$ cat src/rtl/instr_fetch_unit.sv
// instr_fetch_unit: RV32I fetch front end with a small prefetch FIFO.
// Issues word reads, buffers in-order responses, hands {instr, pc} to decode.
//
// Ports:
//   clk, rst                      : clock, synchronous active-high reset
//   redirect_valid, redirect_pc   : load a new fetch PC (branch/jump)
//   imem_req_valid/ready/addr     : instruction memory read request
//   imem_rsp_valid/data           : in-order read data, no backpressure
//   instr_valid/ready, instr, pc  : show-ahead instruction stream to decode
//   misaligned_err                : sticky until an aligned redirect or rst
module instr_fetch_unit #(
    parameter logic [31:0] RESET_PC   = 32'h0000_0000,
    parameter int          FIFO_DEPTH = 2
) (
    input  logic        clk,
    input  logic        rst,
    input  logic        redirect_valid,
    input  logic [31:0] redirect_pc,
    output logic        imem_req_valid,
    input  logic        imem_req_ready,
    output logic [31:0] imem_req_addr,
    input  logic        imem_rsp_valid,
    input  logic [31:0] imem_rsp_data,
    output logic        instr_valid,
    input  logic        instr_ready,
    output logic [31:0] instr,
    output logic [31:0] instr_pc,
    output logic        misaligned_err
);

    localparam int AW = $clog2(FIFO_DEPTH);
    localparam int CW = AW + 1;
    localparam logic [CW:0] DEPTH_W = (CW+1)'(FIFO_DEPTH);

    typedef enum logic {RUN, ERR} state_t;

    state_t        state;
    state_t        state_next;
    logic          rst_hold;
    logic [31:0]   fetch_pc;
    logic [31:0]   rsp_pc;
    logic [CW-1:0] outstanding;
    logic [CW-1:0] outstanding_next;
    logic [CW-1:0] drop_cnt;
    logic [CW-1:0] count;
    logic [AW-1:0] rd_ptr;
    logic [AW-1:0] wr_ptr;
    logic [CW:0]   credit_used;

    logic [31:0]   fifo_data [FIFO_DEPTH];
    logic [31:0]   fifo_pc   [FIFO_DEPTH];

    logic req_hs;
    logic rsp_drop;
    logic push;
    logic pop;
    logic redirect_bad;

    assign redirect_bad = redirect_pc[1:0] != 2'b00;
    assign credit_used  = {1'b0, outstanding} + {1'b0, count};
    assign req_hs       = imem_req_valid && imem_req_ready;
    assign rsp_drop     = drop_cnt != '0;
    assign pop          = instr_valid && instr_ready;

    // Responses landing in a redirect cycle belong to the old path.
    assign push = imem_rsp_valid && !rsp_drop && !redirect_valid
               && (state == RUN);

    assign outstanding_next = outstanding + CW'(req_hs)
                            - CW'(imem_rsp_valid);

    assign imem_req_addr = fetch_pc;
    assign instr         = fifo_data[rd_ptr];
    assign instr_pc      = fifo_pc[rd_ptr];

    // State register
    always_ff @(posedge clk) begin
        if (rst) begin
            state <= RUN;
        end else begin
            state <= state_next;
        end
    end

    // Next state: any redirect decides the mode, last one wins.
    always_comb begin
        state_next = state;
        if (redirect_valid) begin
            state_next = redirect_bad ? ERR : RUN;
        end
    end

    // Outputs decoded from registered state only.
    // rst_hold keeps requests quiet while rst is held past the first edge.
    always_comb begin
        imem_req_valid = 1'b0;
        instr_valid    = 1'b0;
        misaligned_err = 1'b0;
        unique case (1'b1)
            (state == RUN): begin
                imem_req_valid = !rst_hold && (credit_used < DEPTH_W);
                instr_valid    = count != '0;
            end
            (state == ERR): begin
                misaligned_err = 1'b1;
            end
            default: ;
        endcase
    end

    // Counters, pointers and PCs
    always_ff @(posedge clk) begin
        if (rst) begin
            rst_hold    <= 1'b1;
            fetch_pc    <= RESET_PC;
            rsp_pc      <= RESET_PC;
            outstanding <= '0;
            drop_cnt    <= '0;
            count       <= '0;
            rd_ptr      <= '0;
            wr_ptr      <= '0;
        end else begin
            rst_hold    <= 1'b0;
            outstanding <= outstanding_next;
            if (redirect_valid) begin
                // Everything still in flight after this edge is stale.
                fetch_pc <= redirect_pc;
                rsp_pc   <= redirect_pc;
                drop_cnt <= outstanding_next;
                count    <= '0;
                rd_ptr   <= '0;
                wr_ptr   <= '0;
            end else begin
                if (req_hs) begin
                    fetch_pc <= fetch_pc + 32'd4;
                end
                if (imem_rsp_valid && rsp_drop) begin
                    drop_cnt <= drop_cnt - 1'b1;
                end
                if (push) begin
                    rsp_pc <= rsp_pc + 32'd4;
                    wr_ptr <= wr_ptr + 1'b1;
                end
                if (pop) begin
                    rd_ptr <= rd_ptr + 1'b1;
                end
                count <= count + CW'(push) - CW'(pop);
            end
        end
    end

    // FIFO storage
    always_ff @(posedge clk) begin
        if (push) begin
            fifo_data[wr_ptr] <= imem_rsp_data;
            fifo_pc[wr_ptr]   <= rsp_pc;
        end
    end

endmodule

$ cat config.mk
export PLATFORM = sky130hd
export DESIGN_NAME = instr_fetch_unit
export DESIGN_NICKNAME = d
export VERILOG_FILES = /design/src/rtl/instr_fetch_unit.sv
export SDC_FILE = /design/constraint.sdc
export NUM_CORES = 1
export LEC_CHECK = 0
export CAP_MARGIN = 20
export CORE_ASPECT_RATIO = 0.7
export CORE_MARGIN = 2
export CORE_UTILIZATION = 45
export CTS_CLUSTER_SIZE = 8
export DETAILED_ROUTE_END_ITERATION = 10
export HOLD_SLACK_MARGIN = 0.1
export PLACE_DENSITY = 0.82
export SYNTH_ARGS = -nofsm -noshare
export SYNTH_HDL_FRONTEND = slang
export SYNTH_SLANG_ARGS = --single-unit
$ cat constraint.sdc
create_clock -name clk -period 6.8 [get_ports clk]
set_clock_uncertainty 0.1 [all_clocks]
set_input_delay 1.36 -clock clk [delete_from_list [all_inputs] [get_ports clk]]
set_output_delay 1.36 -clock clk [all_outputs]
set_load 0.02 [all_outputs]
==> implementation parameters <==
Parameter                              Value

STA
  Final Hold Vio Count ... 0
  Slew @ Worst Pin ... 1.06 ns
  Max-slew violation count ... 0
  Unrepaired setup endpoints after global routing ... no
  Final worst path period share ... 69.2%
  Total negative slack ... 0 ns
  Headroom to the max-slew limit ... ~30%
  Final worst hold slack ... between 0.3 and 0.4 ns
  Maximum frequency from static timing analysis ... ~0.21 GHz
  Time the final worst path needs with I/O delays and setup ... 4.71 ns
  Final count of negative-setup-slack endpoints ... 0

Placement
  Half-perimeter wire length of the detailed placement result ... 15,300 microns
  Count of input and output buffers ... ~170
  Final estimated routing congestion in global placement ... ~0.9
  Total cell area at the placement stage ... 10,900 sq um

Pwr
  Net switching power figure ... 767 uW
  Max IR drop VDD ... 163 uV
  Pwr dens ... about 270 nW/um^2
  Power share of the clock group ... a little over two fifths
  Sequential fraction of design power ... roughly 46%
  Internal power summed over all cells ... about 2.3 mW
  Combinational cell fraction of total power ... between 10% and 20%
  Sw Share ... roughly 25%
  Static Leak ... between 3 and 4 nW

Floorplanning
  Area of the core region ... 19,700 sq um
  Initial core utilization ... between 40% and 50%
  Count of pins on the block boundary ... roughly 170
  Area of the die ... 21,100 sq um
  Width of the die ... about 170 microns
  Number of cell rows ... 43
  Die outline height ... around 120 microns

Route
  Average wire per cell in the routed design ... 19.3 microns
  Detailed-route wire length ... 23,000 microns
  Number of DRC markers in iteration 0 ... 725
  First-pass detailed-route iteration total ... 5
  ANT nets after route ... 0
  Number of remaining DRC errors ... 0
  Total via count after detailed routing ... roughly 7,000
  Routed vias/inst ... approximately 5.8

Worst setup path
  Maximum fanout encountered on the critical timing path ... 18
  Setup crit end kind ... output pin
  Type of the worst setup path ... flip-flop to output pin
  Req. time, crit path ... 5.34 ns
  Launching element type of the critical path ... flip-flop
  Worst path arrival time ... approximately 3.3 ns

Yosys
  Number of storage elements in the synthesis netlist ... about 200
  Number of enable-type register cells in the synthesized netlist ... between 100 and 150
  Seq/Total Area, Yosys ... about three fifths
  Post-synthesis net count ... between 800 and 900
  Avg Cell Area, Syn ... roughly 12 sq um
  Count of mapped cells out of synthesis ... approximately 740
  Fraction of registers with async set or reset after synthesis ... 0%
  Yosys warning count ... 0
  Netlist area before placement ... ~9000 sq um
  Leading register cell type out of synthesis ... edfxtp_1
  Number of distinct library cells after synthesis ... 63

Outcome
  Result of the run ... finished, final reports clean

Min path
  Path class of the lowest-slack min-delay path ... flip-flop to flip-flop

Clock network
  Clk Latency, worst-skew pair ... 0.55 ns
  Number of CTS-inserted buffers ... 29
  Post_cts resized ... 0
  H-tree Lvls ... 1
  Clock root cell ... clkbuf_16
  Clk sink count ... approximately 200
  Total of hold buffers inserted after clock tree synthesis ... 0
  CTS tree ... yes
  Clock Pin Slew Worst Setup and Hold Paths ... about 0.050 ns
  Clock Tree Buf Depth ... 3
  Total setup buffers inserted after CTS ... 0

Layout
  Layout overhead on the synthesized area ... 30.7%
  NumNets Final ... 980
  ANT cells ... 0
  Post-route cell area ... 11,700 sq um
  Number of fillers in the final layout ... between 1,500 and 2,000
  Fraction of layout cells with a size suffix above 1 ... roughly an eighth

Global route
  Antenna violations before repair ... 0
  Routing layer with the top usage in global route ... met1
  Grt ovf ... 0
  Global Route met1 Usage ... 32.3%
  Maximum number of pins on one net before global-route repair ... 65
  Met2 usage in global routing ... between 30% and 40%
  Global router's overall resource usage ... between 20 and 25%
  Wire length of the first global-routing pass ... roughly 36,000 microns
  Via count of the first global-routing pass ... about 6,500
  Met3 track utilization from global routing ... 5.67%

Run
  Total of max-cap violations ... 0
## power groups by stage
stage	Sequential, mW	Clock (mW)	Combinational [mW]
floorplan	1.46	0	0.187
global placement	1.46	0	0.360
detailed placement	1.46	0	0.365
CTS	1.44	1.33	0.368
global route	1.45	1.38	0.394
finish	1.44	1.30	0.368
## synthesized netlist by cell type (3+ instances only)
master	number	share of area, %
ha_1	7	0.97
buf_1	5	0.21
o31ai_1	4	0.33
o21ai_0	14	0.78
a211o_1	3	0.29
xnor2_1	20	1.9
nand4_1	19	1.3
or3_1	10	0.70
a21o_1	4	0.33
o311ai_0	4	0.39
nor2_1	29	1.2
xor2_1	7	0.68
edfxtp_1	128	43
o31a_1	4	0.39
a211oi_1	8	0.67
a31oi_1	10	0.70
or4_1	10	0.84
o211ai_1	11	0.92
inv_1	14	0.58
and4_1	11	1.1
and3_1	9	0.63
clkbuf_1	31	1.3
a21oi_1	10	0.56
nand3_1	34	1.9
nand2_1	49	2.0
nor2b_1	6	0.42
nor3_1	18	1.0
a311oi_1	5	0.49
and2_1	8	0.56
dfxtp_1	75	17
o21a_1	20	1.7
mux2_2	66	8.3
a21boi_0	23	1.9
mux2i_1	3	0.33
nor4_1	19	1.3
## layer usage
| layer | share of wire, % | routed length, microns | vias to the layer above |
|---|---|---|---|
| li1 | - | - | 3174 |
| met5 | 0 | 0 | - |
| met2 | 41 | 9400 | 382 |
| met3 | 11 | 2470 | 37 |
| met1 | 47 | 10800 | 3280 |
| met4 | 1.5 | 348 | 0 |
## worst max-delay path, cell delays in order, from the launching register on
cell             delay, ns
dfxtp_1               0.31
and2_1                0.16
fa_1                  0.43
or4_1                 0.83
inv_1                 0.31
clkdlybuf4s50_1       0.65
## per-stage QoR
step	instances	total power [mW]	util (%)	setup slack, ns
3_3_place_gp	1141	1.82	55.4	2.48
5_1_grt	1191	3.22	59.6	1.99
2_1_floorplan	735	1.65	-	1.63
6_report	1191	3.11	59.6	2.09
3_5_place_dp	1141	1.83	55.4	2.41
4_1_cts	1191	3.13	59.6	2.08
## sequential cells by signal (all words and copies together) (netlist names), 2 cells and up, named ones only
| signal | count |
|---|---|
| imem_req_addr | 32 |
| fifo_pc | 64 |
| outstanding | 2 |
| fifo_data | 64 |
| count | 2 |
| drop_cnt | 2 |
| rsp_pc | 32 |
## cell usage in the layout (no fill, tap or decap), drive strengths merged, types with 14 or more instances in the layout
cell           count
edfxtp           128
o21a              20
xnor2             20
o21ai             14
nand2             49
nand4             20
inv               16
nand3             34
a21boi            23
dfxtp             75
mux2              66
nor2              29
nor4              19
nor3              18
clkbuf            48
clkdlybuf4s50    168
## final timing paths
path              slack [ns]  cells after the start                     startpoint                            end
hold / removal          0.36                      2  imem_req_addr[0]$_SDFFE_PP0P_  imem_req_addr[0]$_SDFFE_PP0P_
setup reg to reg        3.19                     12      outstanding[0]$_SDFF_PP0_       drop_cnt[1]$_SDFFE_PP0P_
setup / recovery        2.09                      5      outstanding[0]$_SDFF_PP0_                 imem_req_valid
hold reg to reg         0.36                      2  imem_req_addr[0]$_SDFFE_PP0P_  imem_req_addr[0]$_SDFFE_PP0P_
## layout make-up
class / count / area (sq um) / area share, %
clock inverters: 2 / 27.5 / 0.234
clock buffers: 48 / 797 / 6.79
flip-flops and latches: 203 / 5350 / 45.5
inverters: 15 / 56.3 / 0.480
multi-input cells: 479 / 3450 / 29.4
repair buffers: 174 / 1730 / 14.7
well taps: 270 / 338 / 2.88
## cells by family after synthesis
logic type	share of synthesized area (%)
compound gates	11.0
xor+xnor	2.63
fa+ha+maj	1.20
buf+inv	2.24
flops	59.5
mux	8.61
simple gates	14.8
(Power assumes the default switching activity.)
==> edit, RTL diff (config.mk and constraints unchanged) <==
Change the parameter `FIFO_DEPTH` from 2 to 4.
--- a/src/rtl/instr_fetch_unit.sv
+++ b/src/rtl/instr_fetch_unit.sv
@@ -11,5 +11,5 @@
 module instr_fetch_unit #(
     parameter logic [31:0] RESET_PC   = 32'h0000_0000,
-    parameter int          FIFO_DEPTH = 2
+    parameter int          FIFO_DEPTH = 4
 ) (
     input  logic        clk,
Behaviour: not the same (a bounded check fails within 4 cycles, from zero or initial values and one cycle with rst high).
==> edit against the original RTL <==
  * Non-clock buffer count grew 5
  * Highest routed layer unchanged
  * Sequential cell count grew 134
  * Count of clock-buffer cells in the layout grew 11
  * Cell count grew 18%
  * Total power grew 59%
  * Routed wire length grew 31%
  * Design area grew 44%
  * Via count grew 14%
  * Area after synthesis grew 50%
  * Clock power grew 62%
  * Worst setup slack gained 0.097 ns
  * Sequential power grew 65%
==> edit: results (changes against the original RTL) <==
<table>
<tr><th>Metric</th><th>Value</th></tr>
<tr><th colspan="2">Run status</th></tr>
<tr><td>Run status</td><td>finished clean (unchanged)</td></tr>
<tr><th colspan="2">Setup path</th></tr>
<tr><td>Destination of the critical timing path</td><td>instr_pc[24] (was imem_req_valid)</td></tr>
<tr><td>Origin of the critical flop-to-flop path</td><td>count[2]$_SDFF_PP0_ (was outstanding[0]$_SDFF_PP0_)</td></tr>
<tr><td>Data arrival time of the critical path</td><td>3.15 ns (was 3.25 ns)</td></tr>
<tr><td>Worst setup slack for register-to-register paths</td><td>3.34 ns (was 3.19 ns)</td></tr>
<tr><td>Number of cells on the worst reg-to-reg path</td><td>14 (was 12)</td></tr>
<tr><th colspan="2">Synth</th></tr>
<tr><td>Synth Net Count</td><td>907 (was 813)</td></tr>
<tr><td>Top area cells in the synthesized netlist</td><td>edfxtp_1, dfxtp_1, mux4_2, a21boi_0, xnor2_1 (was edfxtp_1, dfxtp_1, mux2_2, nand2_1, xnor2_1)</td></tr>
<tr><td>Count of different cell masters after synthesis</td><td>50 (was 63)</td></tr>
<tr><td>Sequential area share after synthesis</td><td>69.1% (was 59.5%)</td></tr>
<tr><td>Post-synthesis area per instance</td><td>16.4 um2 (was 12.2 um2)</td></tr>
<tr><th colspan="2">Route</th></tr>
<tr><td>Routed wl met3</td><td>2610 um (was 2470 um)</td></tr>
<tr><td>Total number of vias</td><td>7859 (was 6873)</td></tr>
<tr><td>Routed via count divided by cell count</td><td>5.60 (was 5.77)</td></tr>
<tr><td>Met1 wire length</td><td>13900 um (was 10800 um)</td></tr>
<tr><th colspan="2">GRT</th></tr>
<tr><td>GRT Overall Usage</td><td>19.6% (was 21.5%)</td></tr>
<tr><td>Wire length of the first global-routing pass</td><td>46800 um (was 35700 um)</td></tr>
<tr><td>Maximum number of pins on one net before global-route repair</td><td>87 (was 65)</td></tr>
<tr><th colspan="2">Power and ir drop</th></tr>
<tr><td>Total leakage power</td><td>5.46 nW (was 3.87 nW)</td></tr>
<tr><td>Highest ir drop seen on vdd</td><td>204 uV (was 163 uV)</td></tr>
<tr><th colspan="2">CTS</th></tr>
<tr><td>TritonCTS buffer count</td><td>48 (was 29)</td></tr>
<tr><td>CTS H-tree depth</td><td>2 (was 1)</td></tr>
<tr><th colspan="2">Place</th></tr>
<tr><td>HPWL after detailed placement</td><td>19400 um (was 15300 um)</td></tr>
<tr><td>Cell area reported after detailed placement</td><td>15600 um2 (was 10900 um2)</td></tr>
<tr><th colspan="2">Hold path</th></tr>
<tr><td>Start point of the worst hold path</td><td>imem_req_addr[1]$_SDFFE_PP0P_ (was imem_req_addr[0]$_SDFFE_PP0P_)</td></tr>
<tr><th colspan="2">Timing</th></tr>
<tr><td>Final clock period utilization by the worst path</td><td>67.8% (was 69.2%)</td></tr>
<tr><td>Slew margin rel.</td><td>40.3% (was 29.4%)</td></tr>
</table>
==> edit: cell types whose count changed in the layout (fill, tap and decap cells not counted), moves of 13 or more <==
cell	unedited run	this run
mux4_2	0	64
mux2_2	66	2
edfxtp_1	128	256
a21boi_0	23	43
nand3_1	34	21
clkbuf_16	29	49
xor2_1	7	27
==> edit: kinds of logic (layout without fill, tap and decap cells) <==
group           count (synthesis)  in the layout  share of synthesized area, %
buf+inv                        57            260                          1.69
simple gates                  180            180                          7.36
compound gates                106            106                          5.54
other cells                     0              2                             0
mux                            67             67                          10.9
fa+ha+maj                      16             16                          1.60
xor+xnor                       58             58                          3.77
flops                         337            337                          69.1
==> edit: cell type report <==
type                    instances  area share [%]
clock inverters                 3           0.318
diodes                          2          0.0296
inverters                      19           0.422
clock buffers                  59            7.54
repair buffers                179            10.4
flip-flops and latches        337            55.1
well taps                     378            2.80
multi-input cells             427            23.3
==> edit: metal layers <==
layer  up-vias  global-route usage, %
li1       3572                      -
met1      3926                   29.8
met2       329                   28.5
met3        32                   4.84
met4         0                   4.51
met5         -                      0
==> edit: critical path: stages (launching register included) <==
cell	delay (ns)
dfxtp_4	0.89
buf_4	0.54
mux4_2	0.60
clkdlybuf4s50_1	0.56
==> edit: power groups by stage <==
stage / Combinational [mW] / Clock (mW) / Sequential [mW]
2_1_floorplan: 0.243 / 0 / 2.41
3_3_place_gp: 0.449 / 0 / 2.41
3_5_place_dp: 0.456 / 0 / 2.42
4_1_cts: 0.460 / 2.15 / 2.38
5_1_grt: 0.494 / 2.23 / 2.39
6_report: 0.457 / 2.11 / 2.38
==> edit: per-stage QoR <==
stage	hold WS (ns)	power (mW)
6_report	0.377	4.95
5_1_grt	0.393	5.12
4_1_cts	0.373	4.99
3_5_place_dp	0.360	2.88
3_3_place_gp	0.345	2.86
2_1_floorplan	0.360	2.65
